## src/rtl/pc_unit.sv

```systemverilog
`default_nettype none
// ============================================================================
// Module   : pc_unit
// Brief    : Program counter with fetch handshake, supervisor-protected jumps,
//            trap vectors and sticky interrupt vectoring.
// Revision : 1.0
// ============================================================================
module pc_unit #(
    parameter int              WIDTH     = 32,
    parameter logic [WIDTH-1:0] RESET_VEC = 32'h80000000,
    parameter logic [WIDTH-1:0] ILLOP_VEC = 32'h80000004,
    parameter logic [WIDTH-1:0] XADR_VEC  = 32'h80000008
) (
    input  logic             CLK,
    input  logic             RESET,
    input  logic [WIDTH-1:0] JT,
    input  logic [15:0]      SXT,
    input  logic [2:0]       PCSEL,
    input  logic             IRQ,
    input  logic             STALL,
    input  logic             FETCH_READY,
    output logic [WIDTH-1:0] PC,
    output logic [WIDTH-1:0] PC_INC,
    output logic [WIDTH-1:0] PC_OFFSET,
    output logic             FETCH_VALID,
    output logic             IRQ_TAKEN
);

    localparam int             c_SXT_W = WIDTH - 3;
    localparam logic [WIDTH-2:0] c_INC = (WIDTH-1)'(4);

    typedef enum logic [1:0] {
        ST_BOOT  = 2'd0,
        ST_FETCH = 2'd1,
        ST_HOLD  = 2'd2
    } state_t;

    state_t           r_state;
    state_t           w_next_state;
    logic [WIDTH-1:0] r_pc;
    logic             r_fetch_valid;
    logic             r_irq_taken;
    logic             r_irq_pend;

    logic             w_sup;
    logic [WIDTH-4:0] w_sxt;
    logic [WIDTH-2:0] w_disp;
    logic [WIDTH-2:0] w_inc_low;
    logic [WIDTH-2:0] w_off_low;
    logic [WIDTH-1:0] w_jmp;
    logic [WIDTH-1:0] w_target;
    logic [WIDTH-1:0] w_next_pc;
    logic             w_advance;
    logic             w_take;
    logic             w_unused_jt;

    // Arithmetic stays inside the low WIDTH-1 bits so the supervisor bit is
    // never disturbed by increments or branch offsets.
    assign w_sup     = r_pc[WIDTH-1];
    assign w_sxt     = c_SXT_W'($signed(SXT));
    assign w_disp    = {w_sxt, 2'b00};
    assign w_inc_low = r_pc[WIDTH-2:0] + c_INC;
    assign w_off_low = w_inc_low + w_disp;
    assign PC_INC    = {w_sup, w_inc_low};
    assign PC_OFFSET = {w_sup, w_off_low};

    // A user-mode jump can never raise the supervisor bit.
    assign w_jmp       = {JT[WIDTH-1] & w_sup, JT[WIDTH-2:2], 2'b00};
    assign w_unused_jt = ^JT[1:0];

    always_comb begin
        w_target = ILLOP_VEC;
        case (PCSEL)
            3'd0:    w_target = PC_INC;
            3'd1:    w_target = PC_OFFSET;
            3'd2:    w_target = w_jmp;
            3'd4:    w_target = XADR_VEC;
            default: w_target = ILLOP_VEC;
        endcase
    end

    always_comb begin
        w_next_state = r_state;
        w_advance    = 1'b0;
        case (r_state)
            ST_BOOT: begin
                w_next_state = ST_FETCH;
            end
            ST_FETCH: begin
                if (FETCH_READY) begin
                    if (STALL) begin
                        w_next_state = ST_HOLD;
                    end else begin
                        w_advance = 1'b1;
                    end
                end
            end
            ST_HOLD: begin
                if (!STALL) begin
                    w_advance    = 1'b1;
                    w_next_state = ST_FETCH;
                end
            end
            default: begin
                w_next_state = ST_BOOT;
            end
        endcase
    end

    // Interrupts are only vectored from user mode, overriding PCSEL.
    assign w_take    = w_advance & (r_irq_pend | IRQ) & ~w_sup;
    assign w_next_pc = w_take ? XADR_VEC : w_target;

    always_ff @(posedge CLK or posedge RESET) begin
        if (RESET) begin
            r_state       <= ST_BOOT;
            r_pc          <= RESET_VEC;
            r_fetch_valid <= 1'b0;
            r_irq_taken   <= 1'b0;
            r_irq_pend    <= 1'b0;
        end else begin
            r_state       <= w_next_state;
            r_fetch_valid <= (w_next_state == ST_FETCH);
            r_irq_taken   <= w_take;
            r_irq_pend    <= (r_irq_pend | IRQ) & ~w_take;
            if (w_advance) begin
                r_pc <= w_next_pc;
            end
        end
    end

    assign PC          = r_pc;
    assign FETCH_VALID = r_fetch_valid;
    assign IRQ_TAKEN   = r_irq_taken;

endmodule
`default_nettype wire

```

## config.mk

```make
export PLATFORM = sky130hd
export DESIGN_NAME = pc_unit
export DESIGN_NICKNAME = d
export VERILOG_FILES = /design/src/rtl/pc_unit.sv
export SDC_FILE = /design/constraint.sdc
export NUM_CORES = 1
export LEC_CHECK = 0
export ABC_AREA = 1
export BUFFER_PORTS_ARGS = -buffer_cell sky130_fd_sc_hd__buf_2
export CAP_MARGIN = 10
export CORE_MARGIN = 1.5
export CORE_UTILIZATION = 50
export DETAILED_ROUTE_END_ITERATION = 8
export PLACE_DENSITY_LB_ADDON = 0.2
export SLEW_MARGIN = 10
export SYNTH_ARGS = -nofsm -noshare
export SYNTH_HDL_FRONTEND = slang
export SYNTH_SLANG_ARGS = --single-unit
```

## constraint.sdc

```tcl
create_clock -name CLK -period 5.1 [get_ports CLK]
set_clock_uncertainty 0.1 [all_clocks]
set_input_delay 1.53 -clock CLK [delete_from_list [all_inputs] [get_ports CLK]]
set_output_delay 1.53 -clock CLK [all_outputs]
set_load 0.01 [all_outputs]
```

======== Word-level counts from Yosys, hierarchy flattened ========
Index checks and enable logic that the tools add are counted.
word-level totals
  flip-flop bits (word level) ............. 37
  input port bits ......................... 56
  output and inout bits ................... 98
  word-level logic and storage cells ...... 35
operators by class
  add/sub/neg operators ................... 2
  muxes and demuxes ....................... 9
  bitwise gates (word level) .............. 7
  equal/unequal tests ..................... 8
  reduce and logical (&&, ||, !) cells .... 3
operator list
  operator                 number
  $pmux W32 S4             1
  $mux W32                 1
  $add A31 B3 Y31 const B  1
  $add A31 B31 Y31         1
  $mux W2                  3
  $pmux W2 S3              1
  $and A1 B1 Y1            4
  $eq A2 B1 Y1 const B     2
  $ne A2 B2 Y1 const B     2
  $eq A3 B1 Y1 const B     1
  $eq A3 B2 Y1 const B     1
  $eq A3 B3 Y1 const B     1
  $logic_not A3 Y1         1
  $reduce_and A3 Y1        1
  $eq A2 B2 Y1 const B     1
  $logic_not A2 Y1         1
  $mux W1                  2
  $not A1 Y1               2
  $pmux W1 S2              1
  $or A1 B1 Y1             1

======== Logic depth before layout (Yosys ltp) ========
Gate-level depths: netlist (run 1).
  depth in word-level cells ............... 7
  gate-level depth with buffers ........... 24
  depth with buffers taken out ............ 24

======== Least setup slack after synthesis (run 1) ========
Ideal clock, no wire load.
  path type ............................... input to output
  from .................................... input SXT[0]
  to ...................................... output PC_OFFSET[30]
  data required time ...................... 3470 ps
  arrival ................................. 3015 ps
  stages .................................. 11
  buffers on the path ..................... 0
  path slack .............................. 455 ps
  path through ............................ ha_1 fa_1 nand3_1 nand3_1 nand3_1 nand3_1 nand2_1 inv_1 nor2_1 nand2_1 and2_2
between the ends
  longest elaborated chain between the ends .. 1
ends and longest elaborated chain
  element           RTL line  source
  from (decl)       17        input logic [15:0] SXT,
  $add A31 B31 Y31  63        assign w_off_low = w_inc_low + w_disp;
  to (decl)         24        output logic [WIDTH-1:0] PC_OFFSET,
Every way passes these cells.

======== Worst setup path after layout (run 1) ========
  from .................................... input SXT[15]
  to ...................................... output PC_OFFSET[28]
Same word-level chain as after synthesis.

==> impl_metrics.yaml, run 1 <==
final_layout:
  final_util_pct: 64.3
  diodes: 0
  fin_area_sq_um: 6370
  drive_gt1_share_pct: 23.4
  final_cell_mix: "360 x nand2_1, 144 x buf_2, 135 x inv_1"
  nets: 1152
  syn_to_final_growth_pct: 23.0
  layout_commonest_cell: "nand2_1"
  fillCellCount: 982
logic_synthesis:
  async_flop_share_pct: 100
  synth_flop_cell: "dfrtp_1"
  netlist_area_sq_um: 5180
  ys_warn_count: 0
  ys_ff_latch: 35
  synth-edff-count: 0
  synth_cell_type_count: 50
  avgSynthCellArea_sq_um: 5.73
  seq_area_frac_synth_pct: 16.9
  synth_cells: 904
sta:
  fin_tns_setup_ps: 0
  slew_violations: 0
  setup_viol: 0
  fmax_mhz: 199
  fin_crit_sh_pct: 98.3
  post-route-min-period_ps: 5010
  worstMarginPinSlew_ps: 1060
  relSlewSlack_pct: 29.2
  rsz0062_at_grt: "true"
  hold_viol_final: 0
power_and_ir_drop:
  leakagePower_nw: 3.81
  p_total_mw: 3.40
  p_per_area_nw_per_um2: 533
  ir_worst_vdd_uv: 311
critical_path:
  reg2reg_depth: 20
  path_class: "input pin to output pin"
  cp.required_ps: 3470
  reg2reg_to: "PC[15]$_DFFE_PP0P_"
  crit_path_end_kind: "output pin"
  critPathLaunch: "SXT[15]"
  rrSetupSlack_ps: 1770
  cp_max_fo: 18
  critPathLaunchType: "input pin"
  worstReg2RegStart: "PC[3]$_DFFE_PP0P_"
  critPathArrivalTime_ps: 3380
worst_hold_path:
  min_to: "r_irq_pend$_DFF_PP0_"
  min_from: "r_irq_pend$_DFF_PP0_"
  holdPathStages: 2
  hold_class: "flip-flop to flip-flop"
route:
  drt_iter0_drc: 357
  num_vias: 6099
  post_drt_wl_per_cell_um: 14.2
  ant_nets: 0
  avgViaCountPerCell: 5.12
  dr.pass1.iters: 5
  wirelength_mm: 16.9
  drc: 0
clock_tree:
  clk_latency_ps: 300
  clock-sinks: 35
  clockBufferDepth: 2
  htreeDepth: 2
  clk_pin_slew_worst_paths_ps: 80
  cts_tree: "built"
  clockRootBuffer: "clkbuf_8"
  hold_buffers: 0
  numCtsBuffers: 5
outcome:
  status: "completed"
global_route:
  grt_pass1_wl_mm: 26.4
  antenna_found_initial: 0
  grt_max_degree: 36
  grt_overflow: 0
  grt_pass1_vias: 5484
  track_usage_pct: 30.1
floorplanning:
  fp.dieArea_sq_um: 11000
  num_rows: 36
  die_width_um: 105
  start_util_pct: 52.3
  io_pins: 154
  die_y_um: 105
  coreArea_sq_um: 9910
place:
  portBuffers: 145
  placed_area_sq_um: 6050
  routabilityCongestion: 0.963
  dp_hpwl_mm: 14.1
run:
  max_cap_violations: 0
## cells in the mapped netlist, drive strengths merged, types with 2 or more instances
library cell	number	area share, %
a21o	2	0.29
a21oi	26	2.5
and2	22	2.7
buf	17	2.3
clkbuf	4	0.29
dfrtp	34	16
ha	38	9.2
inv	137	9.9
nand2	374	28
nand3	74	7.4
nand3b	4	0.82
nand4	9	1.2
nor2	76	6.7
nor3	13	1.5
nor3b	3	0.53
nor4	2	0.24
o211ai	5	0.72
o21ai	21	2.0
o21bai	6	0.87
or2	2	0.24
xnor2	3	0.51
xor2	20	3.5
## what timing repair did
item / CTS / global route
resized for setup: 0 / 42
setup buffers: 0 / 5
setup endpoints to repair: 0 / 12
## cell type report
cell class	count	area, sq um	share of cell area [%]
multi-input combinational	716	3840	60.2
sequential	35	887	13.9
timing repair buffer	162	856	13.4
inverter	137	514	8.07
tap	133	166	2.61
clock buffer	5	68.8	1.08
clock inverter	3	43.8	0.687
## worst max-delay path by stage
stage	to	depth (start not counted)
6_report	PC_OFFSET[28]	11
5_1_grt	PC_OFFSET[30]	19
4_1_cts	PC_OFFSET[30]	13
3_5_place_dp	PC_OFFSET[30]	13
3_3_place_gp	PC_OFFSET[30]	13
2_1_floorplan	PC_OFFSET[30]	11
## sequential cells by signal (all words and copies together) (netlist names)
signal	count
r_irq_pend	1
FETCH_VALID	1
PC	30
IRQ_TAKEN	1
r_state	2
## report_power, final
part	leakage (nW)	total, mW	internal [mW]	switching (mW)
Combinational	3.30	2.56	0.982	1.58
Clock	0.0581	0.255	0.145	0.110
Sequential	0.453	0.582	0.405	0.177
Total	3.81	3.40	1.53	1.86
## worst max-delay path, stage by stage
cell      delay [ps]
clkbuf_4         250
ha_2             450
nand2_1           90
nor2_1           200
nand2_1          120
nor4_1           170
nand2_1          150
nand2_1          100
nand2_1           60
and2_1           130
buf_2            130
## per-stage QoR
stage	std cells	worst slack, ps	hold WS [ps]
6_report	1191	86.5	394
5_1_grt	1191	-59.6	457
4_1_cts	1186	52.0	400
2_1_floorplan	909	455	362
3_3_place_gp	1178	67.5	378
3_5_place_dp	1178	55.3	383
## routing by layer
layer | GRT usage (%) | vias up | wire (um)
met5 | 0 | - | 0
met4 | 9.10 | 0 | 395
met3 | 3.37 | 28 | 1280
met2 | 50.5 | 225 | 7790
met1 | 40.6 | 2738 | 7450
li1 | - | 3108 | -
## cell families (layout without fill, tap and decap cells)
| logic type | Yosys count | in the layout | share of synthesized area, % |
|---|---|---|---|
| simple gates | 580 | 580 | 49.2 |
| buf+inv | 158 | 307 | 12.5 |
| compound gates | 68 | 68 | 7.65 |
| fa+ha+maj | 39 | 39 | 9.56 |
| flops | 35 | 35 | 16.9 |
| xor+xnor | 23 | 23 | 4.03 |
| other cells | 1 | 6 | 0.0723 |
Power figures use the tool's default switching activity.
==> run 2: changes to the inputs <==
- ABC_AREA: 1 -> not set
==> run 2 against run 1 <==
Against the previous run: sequential power shrank 2%; the run now ends with negative setup slack left; global-route usage grew 3.9 points; area after synthesis decreased by 19%; hold slack better by 40 ps; maximum frequency is 8.2% lower; final cell count shrank 26%; critical path depth is 3 higher; clock power grew 8.6%; clock-buffer cell count stayed put; via count down 11%.
==> impl_metrics.yaml, run 2 <==
logic_synthesis:
  avgSynthCellArea_sq_um: 8.19
  synth_cells: 513
  synth.area.top_cells: "dfrtp_1 20%, ha_1 11%, xnor2_1 6.7%"
  netlist_area_sq_um: 4200
  synthTopCellsByCount: "44 x nand2_1, 42 x nor2_1, 38 x ha_1, 37 x a21oi_1, 34 x dfrtp_1"
  synth-edff-count: 0
  ys_warn_count: 0
  async_flop_share_pct: 100
  ys_ff_latch: 35
  yosysTopAreaCellShare_pct: 20.3
  synth_most_common_cell: "nand2_1"
  seq_area_frac_synth_pct: 20.9
  synth_flop_cell: "dfrtp_1"
  synth_cell_type_count: 66
  synth_largest_area_cell: "dfrtp_1"
route:
  post_drt_wl_per_cell_um: 19.8
  num_vias: 5448
  drc: 0
  wirelength_mm: 17.4
  dr.pass1.iters: 6
  avgViaCountPerCell: 6.19
  ant_nets: 0
  drt_iter0_drc: 519
global_route:
  grt_overflow: 0
  grt_pass1_vias: 4965
  track_usage_pct: 34.1
  antenna_found_initial: 0
  grt_max_degree: 36
  grt_pass1_wl_mm: 23.9
clock_tree:
  htreeDepth: 2
  clockBufferDepth: 2
  hold_buffers: 0
  clk_latency_ps: 310
  cts_tree: "built"
  clockRootBuffer: "clkbuf_8"
  clock-sinks: 35
  clk_pin_slew_worst_paths_ps: 80
  numCtsBuffers: 5
sta:
  worstMarginPinSlew_ps: 755
  hold_viol_final: 0
  rsz0062_at_grt: "true"
  slew_violations: 0
  fin_crit_sh_pct: 107
  setup_slack_ps: -359
  relSlewSlack_pct: 49.5
  fmax_mhz: 183
  setup_viol: 15
  post-route-min-period_ps: 5460
floorplanning:
  coreArea_sq_um: 8180
  io_pins: 154
  fp.dieArea_sq_um: 8960
  num_rows: 33
  die_width_um: 94.7
  start_util_pct: 51.4
  die_y_um: 94.7
worst_hold_path:
  hold_class: "flip-flop to flip-flop"
power_and_ir_drop:
  p_per_area_nw_per_um2: 657
  seq_power_share_pct: 13.1
  p_total_mw: 4.35
  leakagePower_nw: 3.50
  internal-power_mw: 2.23
  p_sw_mw: 2.12
  ir_worst_vdd_uv: 409
  power_frac_comb_pct: 80.5
  clock_power_share_pct: 6.4
  p_sw_share_pct: 48.7
place:
  routabilityCongestion: 0.913
  dp_hpwl_mm: 11.4
  portBuffers: 145
critical_path:
  crit_path_end_kind: "output pin"
  cp.required_ps: 3470
  path_class: "flip-flop to output pin"
  critPathLaunchType: "flip-flop"
  critPathArrivalTime_ps: 3830
  cp_max_fo: 3
final_layout:
  largest_register_ffs: 30
  drive_gt1_share_pct: 50.6
  diodes: 0
  syn_to_final_growth_pct: 57.7
  final_util_pct: 81.0
  final_cell_mix: "144 x buf_2, 134 x buf_4, 43 x nand2_1"
  layout_commonest_cell: "buf_2"
  nets: 869
outcome:
  status: "finished with violations"
  failed_checks: "negative setup slack"
run:
  max_cap_violations: 0
run 2: power by group through the flow:
stage,Sequential [mW],Combinational [mW],Clock (mW)
global route,0.584,3.73,0.283
CTS,0.548,3.05,0.272
floorplan,0.605,1.47,0
detailed placement,0.550,2.84,0
finish,0.572,3.51,0.277
global placement,0.543,2.79,0
run 2: critical path: stages, from the launching register on:
cell and delay (ps):
dfrtp_1 430, buf_4 150, and3_1 190, and4_2 270
and3_1 200, xor2_1 170, buf_4 150, ha_1 340
nand4_1 120, or2_2 340, o2111ai_2 310, a31oi_2 160
a211oi_2 180, xor2_1 300, buf_2 210
run 2: timing repair:
action                     4_1_cts  5_1_grt
buffers inserted                 6       18
pin swaps                       30       29
resized for setup               39       60
setup endpoints to repair       16       18
run 2: through the flow:
stage               worst slack (ps)  hold WS, ps  setup TNS, ps  area, sq um  std cells
floorplan                      -24.7          387          -24.7         4250        518
global placement                -503          402          -4840         5770        848
detailed placement              -536          414          -5300         5770        848
CTS                             -219          432          -1950         6160        862
global route                    -416          461          -3500         6620        880
finish                          -359          433          -2530         6620        880
run 2: path summary, 6_finish.rpt:
| check | startpoint | to | slack (ps) | depth (start not counted) |
|---|---|---|---|---|
| min | r_irq_pend$_DFF_PP0_ | r_irq_pend$_DFF_PP0_ | 430 | 2 |
| min reg2reg | r_irq_pend$_DFF_PP0_ | r_irq_pend$_DFF_PP0_ | 430 | 2 |
| max in group asynchronous | RESET | PC[11]$_DFFE_PP0P_ | 3300 | 3 |
| max reg2reg | PC[2]$_DFFE_PP0P_ | PC[27]$_DFFE_PP0P_ | 1140 | 18 |
| min in group asynchronous | RESET | PC[22]$_DFFE_PP0P_ | 1240 | 3 |
| max | PC[2]$_DFFE_PP0P_ | PC_OFFSET[27] | -360 | 14 |
run 2: cells by family (layout without fill, tap and decap cells):
group                      count (synthesis)  in the layout  synth area share, %
AOI/OAI and AO/OA                        160            160                 26.2
xor gates and xnor gates                  54             54                 11.4
adders and majority gates                 39             39                 11.8
buffers and inverters                     46            303                 5.51
DFF                                       35             35                 20.9
muxes                                     16             16                 3.81
other                                      1              6               0.0893
and+or+nand+nor                          162            162                 20.2
run 2: area by class of cell:
class / count / area, sq um
well taps: 105 / 131
flip-flops and latches: 35 / 881
clock buffers: 5 / 68.8
repair buffers: 281 / 1760
multi-input cells: 437 / 3690
clock inverters: 3 / 43.8
inverters: 14 / 52.6
fillers: 527 / 1550
run 2: metal layers:
metal	global-route usage (%)	up-vias	wire length [um]
met2	59.3	363	8480
met1	43.1	2609	6560
li1	-	2402	-
met3	5.39	74	1720
met4	9.95	0	625
met5	0	-	0
